<file path="src/rtl/nn_fp_pkg.sv">
// rtl/nn_fp_pkg.sv - FP32 constants, sequencer state encoding and ReLU helper
package nn_fp_pkg;

    localparam int          FP32_W        = 32;
    localparam logic [31:0] FP32_ZERO     = 32'h0000_0000;
    localparam logic [31:0] FP32_ONE      = 32'h3F80_0000;
    localparam int          FP32_SIGN_BIT = 31;
    localparam logic [31:0] FP32_QNAN     = 32'h7FC0_0000;

    typedef enum logic [1:0] {
        IDLE,
        RUN,
        DRAIN,
        OUT
    } seq_state_t;

    // Any value with the sign bit set (including -0.0 and negative NaN) clamps to +0.0
    function automatic logic [FP32_W-1:0] fp32_relu(input logic [FP32_W-1:0] x);
        return x[FP32_SIGN_BIT] ? FP32_ZERO : x;
    endfunction

endpackage

</file>
<file path="src/rtl/float_adder.sv">
// rtl/float_adder.sv - combinational FP32 adder, round-to-nearest-even, subnormals flushed to zero
module float_adder
    import nn_fp_pkg::*;
(
    input  logic [FP32_W-1:0] a,
    input  logic [FP32_W-1:0] b,
    output logic [FP32_W-1:0] y
);

    logic        swap, sub, inc;
    logic        a_nan, b_nan, a_inf, b_inf, a_zero, b_zero;
    logic [31:0] big;
    logic [7:0]  e_sml, e_diff;
    logic [22:0] f_sml, frac;
    logic [26:0] m_big, m_sml, m_aln, m_norm;
    logic [27:0] m_sum;
    logic [24:0] m_rnd;
    logic [4:0]  lz;
    logic [9:0]  e_res;

    // Align the smaller operand with a sticky bit, add/subtract, normalise, round, resolve specials
    always_comb begin
        a_zero = (a[30:23] == 8'h00);
        b_zero = (b[30:23] == 8'h00);
        a_inf  = (a[30:23] == 8'hFF) && (a[22:0] == 23'h0);
        b_inf  = (b[30:23] == 8'hFF) && (b[22:0] == 23'h0);
        a_nan  = (a[30:23] == 8'hFF) && (a[22:0] != 23'h0);
        b_nan  = (b[30:23] == 8'hFF) && (b[22:0] != 23'h0);

        swap   = (b[30:0] > a[30:0]);
        big    = swap ? b : a;
        e_sml  = swap ? a[30:23] : b[30:23];
        f_sml  = swap ? a[22:0] : b[22:0];
        sub    = a[31] ^ b[31];
        e_diff = big[30:23] - e_sml;

        // Three extra low bits give guard, round and sticky positions
        m_big = {1'b1, big[22:0], 3'b000};
        m_sml = {1'b1, f_sml, 3'b000};
        if (e_diff > 8'd26) begin
            m_aln = 27'h1;
        end else begin
            m_aln = (m_sml >> e_diff) |
                    {26'h0, |(m_sml & ((27'h1 << e_diff) - 27'h1))};
        end

        m_sum = sub ? {1'b0, m_big - m_aln} : ({1'b0, m_big} + {1'b0, m_aln});

        lz = 5'd0;
        for (int i = 0; i < 27; i++) begin
            if (m_sum[i]) begin
                lz = 5'(26 - i);
            end
        end

        if (m_sum[27]) begin
            m_norm = {m_sum[27:2], m_sum[1] | m_sum[0]};
            e_res  = {2'b00, big[30:23]} + 10'd1;
        end else begin
            m_norm = m_sum[26:0] << lz;
            e_res  = {2'b00, big[30:23]} - {5'b00000, lz};
        end

        inc   = m_norm[2] & ((|m_norm[1:0]) | m_norm[3]);
        m_rnd = {1'b0, m_norm[26:3]} + {24'h0, inc};
        if (m_rnd[24]) begin
            e_res = e_res + 10'd1;
        end
        frac = m_rnd[24] ? m_rnd[23:1] : m_rnd[22:0];

        if (a_nan || b_nan || (a_inf && b_inf && sub)) begin
            y = FP32_QNAN;
        end else if (a_inf) begin
            y = a;
        end else if (b_inf) begin
            y = b;
        end else if (a_zero && b_zero) begin
            y = {a[31] & b[31], 31'h0};
        end else if (a_zero) begin
            y = b;
        end else if (b_zero) begin
            y = a;
        end else if (m_sum == 28'h0) begin
            y = FP32_ZERO;
        end else if ($signed(e_res) <= 10'sd0) begin
            y = {big[31], 31'h0};
        end else if ($signed(e_res) >= 10'sd255) begin
            y = {big[31], 8'hFF, 23'h0};
        end else begin
            y = {big[31], e_res[7:0], frac};
        end
    end

endmodule

</file>
<file path="src/rtl/float_mult.sv">
// rtl/float_mult.sv - combinational FP32 multiplier, round-to-nearest-even, subnormals flushed to zero
module float_mult
    import nn_fp_pkg::*;
(
    input  logic [FP32_W-1:0] a,
    input  logic [FP32_W-1:0] b,
    output logic [FP32_W-1:0] y
);

    logic        sgn, a_nan, b_nan, a_inf, b_inf, a_zero, b_zero;
    logic        g, st, inc;
    logic [47:0] prod;
    logic [23:0] m_top;
    logic [24:0] m_rnd;
    logic [22:0] frac;
    logic [9:0]  e_res;

    // Multiply significands, normalise by at most one place, round, then resolve specials
    always_comb begin
        sgn    = a[31] ^ b[31];
        a_zero = (a[30:23] == 8'h00);
        b_zero = (b[30:23] == 8'h00);
        a_inf  = (a[30:23] == 8'hFF) && (a[22:0] == 23'h0);
        b_inf  = (b[30:23] == 8'hFF) && (b[22:0] == 23'h0);
        a_nan  = (a[30:23] == 8'hFF) && (a[22:0] != 23'h0);
        b_nan  = (b[30:23] == 8'hFF) && (b[22:0] != 23'h0);

        prod  = {24'h0, 1'b1, a[22:0]} * {24'h0, 1'b1, b[22:0]};
        e_res = {2'b00, a[30:23]} + {2'b00, b[30:23]} - 10'd127;
        if (prod[47]) begin
            m_top = prod[47:24];
            g     = prod[23];
            st    = |prod[22:0];
            e_res = e_res + 10'd1;
        end else begin
            m_top = prod[46:23];
            g     = prod[22];
            st    = |prod[21:0];
        end
        inc   = g & (st | m_top[0]);
        m_rnd = {1'b0, m_top} + {24'h0, inc};
        if (m_rnd[24]) begin
            e_res = e_res + 10'd1;
        end
        frac = m_rnd[24] ? m_rnd[23:1] : m_rnd[22:0];

        if (a_nan || b_nan || (a_inf && b_zero) || (b_inf && a_zero)) begin
            y = FP32_QNAN;
        end else if (a_inf || b_inf) begin
            y = {sgn, 8'hFF, 23'h0};
        end else if (a_zero || b_zero || ($signed(e_res) <= 10'sd0)) begin
            y = {sgn, 31'h0};
        end else if ($signed(e_res) >= 10'sd255) begin
            y = {sgn, 8'hFF, 23'h0};
        end else begin
            y = {sgn, e_res[7:0], frac};
        end
    end

endmodule

</file>
<file path="src/rtl/neuron_mac_datapath.sv">
// rtl/neuron_mac_datapath.sv - shared multiplier/adder with product and accumulator registers
module neuron_mac_datapath
    import nn_fp_pkg::*;
(
    input  logic              clk,
    input  logic              rst,
    input  logic              beat,
    input  logic              first,
    input  logic [FP32_W-1:0] act,
    input  logic [FP32_W-1:0] wgt,
    output logic [FP32_W-1:0] acc
);

    logic [FP32_W-1:0] mult_y, add_y;
    logic [FP32_W-1:0] prod_q, prod_d, acc_q, acc_d;
    logic              prod_v_q, prod_v_d;
    logic              prod_first_q, prod_first_d;

    float_mult u_mult (
        .a (act),
        .b (wgt),
        .y (mult_y)
    );

    float_adder u_add (
        .a (acc_q),
        .b (prod_q),
        .y (add_y)
    );

    // Capture the product on a beat; the following cycle folds it into the accumulator.
    // The first product of an evaluation bypasses the adder so the old sum never leaks in.
    always_comb begin
        prod_v_d     = beat;
        prod_d       = beat ? mult_y : prod_q;
        prod_first_d = beat ? first  : prod_first_q;
        acc_d        = acc_q;
        if (prod_v_q) begin
            acc_d = prod_first_q ? prod_q : add_y;
        end
    end

    // Datapath registers
    always_ff @(posedge clk) begin
        if (rst) begin
            prod_q       <= FP32_ZERO;
            prod_v_q     <= 1'b0;
            prod_first_q <= 1'b0;
            acc_q        <= FP32_ZERO;
        end else begin
            prod_q       <= prod_d;
            prod_v_q     <= prod_v_d;
            prod_first_q <= prod_first_d;
            acc_q        <= acc_d;
        end
    end

    assign acc = acc_q;

endmodule

</file>
<file path="src/rtl/neuron_mac_sequencer.sv">
// rtl/neuron_mac_sequencer.sv - serial MAC neuron sequencer; NEURON_MAC_RELU_EN enables ReLU on the result
module neuron_mac_sequencer
    import nn_fp_pkg::*;
#(
    parameter int N_INPUTS = 30,
    parameter int CNT_W    = $clog2(N_INPUTS + 1)
) (
    input  logic              clk,
    input  logic              rst,
    input  logic              start,
    output logic              busy,
    input  logic              s_valid,
    output logic              s_ready,
    input  logic [FP32_W-1:0] s_act,
    input  logic [FP32_W-1:0] s_wgt,
    output logic              out_valid,
    input  logic              out_ready,
    output logic [FP32_W-1:0] out_data,
    output logic [CNT_W-1:0]  beat_cnt
);

    localparam logic [CNT_W-1:0] LAST_IDX = CNT_W'(N_INPUTS - 1);

    seq_state_t        state_q, state_d;
    logic [CNT_W-1:0]  beat_cnt_q, beat_cnt_d;
    logic              first_q, first_d;
    logic              beat;
    logic [FP32_W-1:0] acc;

    assign beat = s_valid && s_ready;

    neuron_mac_datapath u_dp (
        .clk   (clk),
        .rst   (rst),
        .beat  (beat),
        .first (first_q),
        .act   (s_act),
        .wgt   (s_wgt),
        .acc   (acc)
    );

    // State register
    always_ff @(posedge clk) begin
        if (rst) begin
            state_q <= IDLE;
        end else begin
            state_q <= state_d;
        end
    end

    // Next state: DRAIN is a single cycle that lets the last product reach the accumulator
    always_comb begin
        state_d = state_q;
        case (state_q)
            IDLE:    if (start) state_d = RUN;
            RUN:     if (beat && (beat_cnt_q == LAST_IDX)) state_d = DRAIN;
            DRAIN:   state_d = OUT;
            OUT:     if (out_ready) state_d = IDLE;
            default: state_d = IDLE;
        endcase
    end

    // Outputs decoded from the state; the result is only driven while presented
    always_comb begin
        busy      = (state_q != IDLE);
        s_ready   = (state_q == RUN);
        out_valid = (state_q == OUT);
        out_data  = FP32_ZERO;
        if (state_q == OUT) begin
`ifdef NEURON_MAC_RELU_EN
            out_data = fp32_relu(acc);
`else
            out_data = acc;
`endif
        end
    end

    // Beat counter and first-product flag, both armed by start in IDLE
    always_comb begin
        beat_cnt_d = beat_cnt_q;
        first_d    = first_q;
        if ((state_q == IDLE) && start) begin
            beat_cnt_d = '0;
            first_d    = 1'b1;
        end else if (beat) begin
            beat_cnt_d = beat_cnt_q + 1'b1;
            first_d    = 1'b0;
        end
    end

    // Counter registers
    always_ff @(posedge clk) begin
        if (rst) begin
            beat_cnt_q <= '0;
            first_q    <= 1'b0;
        end else begin
            beat_cnt_q <= beat_cnt_d;
            first_q    <= first_d;
        end
    end

    assign beat_cnt = beat_cnt_q;

endmodule

</file>
<file path="config.mk">
export PLATFORM = sky130hd
export DESIGN_NAME = neuron_mac_sequencer
export DESIGN_NICKNAME = d
export VERILOG_FILES = /design/src/rtl/nn_fp_pkg.sv /design/src/rtl/float_adder.sv /design/src/rtl/float_mult.sv /design/src/rtl/neuron_mac_datapath.sv /design/src/rtl/neuron_mac_sequencer.sv
export SDC_FILE = /design/constraint.sdc
export NUM_CORES = 2
export LEC_CHECK = 0
export ABC_AREA = 1
export ABC_CLOCK_PERIOD_IN_PS = 40300
export CAP_MARGIN = 15
export CORE_MARGIN = 10
export CORE_UTILIZATION = 50
export CTS_BUF_LIST = sky130_fd_sc_hd__clkbuf_4 sky130_fd_sc_hd__clkbuf_8
export DETAILED_ROUTE_END_ITERATION = 10
export GPL_TIMING_DRIVEN = 0
export PLACE_DENSITY = 0.67
export SLEW_MARGIN = 20
export SYNTH_ARGS = -nofsm -noshare
export SYNTH_HDL_FRONTEND = slang
export SYNTH_SLANG_ARGS = --single-unit
</file>
<file path="constraint.sdc">
create_clock -name clk -period 40.3 [get_ports clk]
set_input_delay 6.045 -clock clk [delete_from_list [all_inputs] [get_ports clk]]
set_output_delay 6.045 -clock clk [all_outputs]
set_load 0.1 [all_outputs]
</file>
* After elaboration in Yosys (flattened, before gate mapping)
Index checks and enable logic that the tools add are counted.
** Operators by class
- Multiply operators :: 1
- Add/subtract/negate cells :: 14
- Shifts and indexed selects :: 3
- Reduce and logical (&&, ||, !) cells :: 47
- Order comparisons :: 6
- Multiplexer cells :: 63
- Eq/ne operators :: 13
- Bitwise logic cells :: 10
** Operators by type and width (number)
- $mux 32 :: 11
- $mux 31 :: 5
- $mux 5 :: 27
- $logic_not 23->1 :: 4
- $reduce_bool 23->1 :: 4
- $mux 23 :: 3
- $mux 27 :: 2
- $add 24x1->25 :: 2
- $mul 24x24->48 :: 1
- $mux 10 :: 4
- $eq 8x8->1 const B :: 4
- $logic_not 8->1 :: 4
- $gt 31x31->1 :: 1
- $add 10x1->10 const B :: 3
- $add 27x27->28 :: 1
- $logic_not 28->1 :: 1
- $mux 28 :: 1
- $and 27x27->27 :: 1
- $or 27x1->27 :: 1
- $reduce_or 27->1 :: 1
- $shl 1x8->27 const A :: 1
- $shl 27x5->27 :: 1
- $shr 27x8->27 :: 1
- $sub 27x1->27 const B :: 1
- 33 further kinds :: 72
** Storage, ports and cells
- Word-level logic and storage cells :: 164
- Input bits :: 69
- Register bits after elaboration :: 74
- Output and inout port bits :: 40

* Logic depth before layout (Yosys ltp)
- Word-level depth :: 56
- Mapped depth :: 95
- Depth with buffers taken out :: 93

* Cells and area by module
A second synthesis with hierarchy kept.
** Second synthesis, totals
- Cells, all modules :: 6340
- Area total of the unflattened synthesis :: 38942.3 um^2
** By module, submodules not included
- float_mult :: cells an instance 3551, times used 1, seq. area each 0.0 um^2, area each 23979.2 um^2
- float_adder :: cells an instance 2234, times used 1, seq. area each 0.0 um^2, area each 11264.6 um^2
- neuron_mac_datapath :: cells an instance 420, times used 1, seq. area each 1321.3 um^2, area each 2930.3 um^2
- neuron_mac_sequencer :: cells an instance 135, times used 1, seq. area each 160.2 um^2, area each 768.2 um^2

* Worst setup path before layout
Ideal clock, no wire load.
- Path type :: input-to-reg
- From :: in s_wgt[8]
- To :: reg u_dp.prod_q[11]
- Arrival time :: 17.201 ns
- Path buffers :: 7
- Required time :: 40.168 ns
- Stages on the path :: 69
- Path slack :: 22.967 ns
- Library setup time :: 0.132 ns
- Path through :: clkbuf_1 > clkbuf_1 > nand2_1 > fa_1 > inv_1 > fa_1 > fa_1 > fa_1 > ha_1 > inv_1 > fa_1 > inv_1 > fa_1 > ha_1 > a21oi_1 > o21ai_0 > a21oi_1 > inv_1 > [33 not listed] > nand2_1 > nor2_1 > nand3_1 > nor3_1 > nand3_1 > nor2_1 > nand2_1 > nor3_1 > inv_2 > nor2_1 > xor2_1 > nor4_1 > a21oi_1 > nor2_1 > nor2_2 > buf_2 > nand4_1 > a21oi_1
** Between the ends
- Cells in the longest elaborated chain, start to end :: 12
- Elaborated cells between the ends (all ways) :: 29
- Classes of those cells :: add/sub (2); mul (1); order compare (2); mux (10); bitwise (2); reduce/logical (12)
** RTL lines
- start, declared :: line neuron_mac_sequencer.sv:15 : input logic [FP32_W-1:0] s_wgt,
- $mul 24x24->48 :: line float_mult.sv:28 : prod = {24'h0, 1'b1, a[22:0]} * {24'h0, 1'b1, b[22:0]};
- $reduce_or 23->1 or $reduce_or 22->1 (tied branches) :: line float_mult.sv:33, float_mult.sv:38
- $mux 1 :: line float_mult.sv:30 : if (prod[47]) begin
- $or 1x1->1 :: line float_mult.sv:40 : inc = g & (st | m_top[0]);
- $and 1x1->1 :: line float_mult.sv:40
- $add 24x1->25 :: line float_mult.sv:41 : m_rnd = {1'b0, m_top} + {24'h0, inc};
- $mux 10 :: line float_mult.sv:42 : if (m_rnd[24]) begin
- $ge 10x9->1 or $le 10x1->1 (tied branches) :: line float_mult.sv:53, float_mult.sv:51
- $mux 31 or $logic_or 1x1->1 (tied branches) :: line float_mult.sv:53, float_mult.sv:51
- $mux 31 :: line float_mult.sv:51 : end else if (a_zero || b_zero || ($signed(e_res) <= 10'sd0)) begin
- $mux 31 :: line float_mult.sv:49 : end else if (a_inf || b_inf) begin
- $mux 32 * :: line float_mult.sv:47 : if (a_nan || b_nan || (a_inf && b_zero) || (b_inf && a_zero)) begin
- end signal, assigned :: line neuron_mac_datapath.sv:51 : prod_q <= prod_d;
- end, declared :: line neuron_mac_datapath.sv:15 : logic [FP32_W-1:0] prod_q, prod_d, acc_q, acc_d;
Every way passes the cells marked *; elsewhere a longest branch is shown, timed or not.
A chain may end at the register's enable or synchronous reset.

* Final worst setup path
- From :: in s_wgt[4]
- To :: reg u_dp.prod_q[2]
The elaborated chain is that of the path after synthesis.

==> flow_metrics.env <==
export IMPL_io_pins=109
export IMPL_synth_edf_count=0
export IMPL_rows=96
export IMPL_post_cts_resized=0
export IMPL_htreeDepth=3
export IMPL_tritoncts="done"
export IMPL_setup_viol=0
export IMPL_die_y_um=282
export IMPL_slew_viol_final=0
export IMPL_avgViaCountPerCell=5.54
export IMPL_cp_start_kind="primary input"
export IMPL_ys_types=71
export IMPL_start_util_pct=50.2
export IMPL_rr_worst_depth=72
export IMPL_synth_area_um2=34300
export IMPL_synth_top_area_cell="fa_1"
export IMPL_vias=34300
export IMPL_critical_path_startpoint="s_wgt[4]"
export IMPL_path_class="primary input to register"
export IMPL_synth_top_family_by_area="adder cells"
export IMPL_clkLatencyLatePin_ns=0.36
export IMPL_ys_ff_latch=74
export IMPL_synth_area_mux_share_pct=0
export IMPL_avgSynthCellArea_um2=6.61
export IMPL_synthFlopType="dfxtp_1"
export IMPL_regToRegStartpoint="u_dp.acc[23]"
export IMPL_cts_made_buffers=9
export IMPL_drtIter0Drc=3072
export IMPL_cap_violations=0
export IMPL_ys_warn_count=0
export IMPL_synth_async_sr_flop_share_pct=0
export IMPL_drc=0
export IMPL_cts_root_buf="clkbuf_8"
export IMPL_hold_path_depth=2
export IMPL_die_area_um2=79600
export IMPL_yosys_top_cells_area="fa_1, nand2_1, inv_1"
export IMPL_arrival_ns=21.20
export IMPL_drt_antenna_violating_nets=0
export IMPL_cts_sinks=74
export IMPL_endpoint_kind="register"
export IMPL_post_cts_buffers=0
export IMPL_fin_nets=6148
export IMPL_cts_buffer_depth=2
export IMPL_synth_nets=6033
export IMPL_setup_tns_ns=0
export IMPL_synth_compound_area_share_pct=9.81
export IMPL_worst_pin_slew_ns=1.04
export IMPL_synth_simple_area_share_pct=27.9
export IMPL_synth_xor_area_share_pct=3.28
export IMPL_final_hold_violation_count=0
export IMPL_slowest_delay_ns=0.85
export IMPL_max_slew_margin_pct=29.8
export IMPL_period_minus_slack_ns=20.98
export IMPL_wl_per_cell_um=20.2
export IMPL_port_buffers=103
export IMPL_die_w_um=282
export IMPL_synth_most_common_cell="nand2_1"
export IMPL_cts_hold_buf=0
export IMPL_synth_top_area_share_pct=28.3
export IMPL_min_to="first_q"
export IMPL_syn_inst=5192
export IMPL_dp_hpwl_um=104000
export IMPL_grt_max_degree=14
export IMPL_area_delta_synth_final_pct=6.85
export IMPL_core_area_um2=68300
export IMPL_synthAdderAreaFrac_pct=38.7
export IMPL_fin_skew_ns=0.0116
export IMPL_hp_start="first_q"
export IMPL_antenna_found_initial=1
export IMPL_grtUsageTotal_pct=31.5
export IMPL_cp_max_fo=10
export IMPL_ys_top_cells_by_count="nand2_1, inv_1, fa_1, nand3_1, ha_1"
export IMPL_reg2reg_slack_ns=27.43
export IMPL_crit_required_ns=40.52
export IMPL_critPathSlowestCell="clkdlybuf4s50_1"
export IMPL_hp_class="register to register"
export IMPL_rsz0062_at_grt="false"
export IMPL_routed_wl_um=125000
export IMPL_clkSlewWorstSetupHoldPaths_ns=0.08
export IMPL_first_pass_iters=8
export IMPL_status="complete, no violations"
export IMPL_first_global_vias=33700
export IMPL_fmax_mhz=47.7
export IMPL_grt_first_pass_wirelength_um=194000
export IMPL_grt_overflow=0
export IMPL_ys_seq_area_share_pct=4.31
export IMPL_drive_above_1_share_pct=4.50
export IMPL_min_period_over_period_pct=52.1
export IMPL_globalplace_congestion=0.980
export IMPL_r2r_end="u_dp.acc[17]"
-- final cells by class --
type,instances,area (um^2)
Clock buffer,10,131
Timing Repair Buffer,104,1040
Buffer,217,1010
Clock inverter,6,65.1
Antenna cell,1,2.50
Fill cell,7030,31600
Inverter,1193,4490
Tap cell,882,1100
Sequential cell,74,1480
Multi-Input combinational cell,3708,27400
-- state kept, by name (all words and copies together), names as in the netlist --
| register | count |
|---|---|
| u_dp.prod_q | 32 |
| state_q | 2 |
| beat_cnt | 5 |
| u_dp.acc | 32 |
| u_dp.prod_v_q | 1 |
| u_dp.prod_first_q | 1 |
| first_q | 1 |
-- layer usage --
metal  global-route usage, %  part of all wire (%)  up-vias
met2                    52.8                    47     1516
met5                       0                 0.010        -
met4                    19.0                   7.5        2
met3                    3.34                   7.2      389
met1                    38.7                    38    16300
li1                        -                     -    16100
-- stage by stage --
step / cells / hold WS [ns] / utilization, % / setup slack, ns / instance area [um^2]
6_report: 6195 / 0.475 / 53.7 / 19.32 / 36700
5_1_grt: 6194 / 0.512 / 53.7 / 18.08 / 36700
4_1_cts: 6194 / 0.467 / 53.7 / 19.57 / 36700
3_5_place_dp: 6178 / 0.454 / 53.4 / 19.24 / 36500
3_3_place_gp: 6177 / 0.449 / 53.4 / 19.30 / 36500
2_1_floorplan: 5192 / 0.438 / - / 22.97 / 34300
-- critical path: cells and delay by family --
family          cells  cell delay (ns)
fa+ha+maj           9             3.99
simple gates       29             3.88
xor+xnor            1             0.09
compound gates     15             3.44
buf+inv            15             3.72
-- cells in the final DEF (no fill, tap or decap), drive strengths merged, types with 64 or more instances in the layout --
| cell | n |
|---|---|
| nand2 | 1388 |
| inv | 1187 |
| fa | 485 |
| nand3 | 381 |
| ha | 287 |
| a21oi | 283 |
| nor2 | 261 |
| o21ai | 219 |
| clkbuf | 162 |
| clkdlybuf4s50 | 103 |
| xor2 | 98 |
| nand4 | 78 |
| dfxtp | 74 |
| buf | 64 |
-- cells by family (layout without fill, tap and decap cells) --
| group | Yosys count | in the layout |
|---|---|---|
| AND/OR/NAND/NOR | 2207 | 2207 |
| buffers and inverters | 1410 | 1530 |
| adder cells (fa/ha/maj) | 772 | 772 |
| AO/OA/AOI/OAI | 603 | 603 |
| XOR/XNOR | 126 | 126 |
| flip-flops | 74 | 74 |
| other | 0 | 1 |
-- worst max-delay path by stage --
stage          slack [ns]  cells past startpoint               to
3_3_place_gp        19.30                     69   u_dp.prod_q[2]
2_1_floorplan       22.97                     69  u_dp.prod_q[11]
4_1_cts             19.57                     69   u_dp.prod_q[2]
5_1_grt             18.08                     69   u_dp.prod_q[2]
6_report            19.32                     69   u_dp.prod_q[2]
3_5_place_dp        19.24                     69   u_dp.prod_q[2]
Power is not shown: default switching activity piles up to over one toggle a cycle in this logic, so the estimate is an artifact.
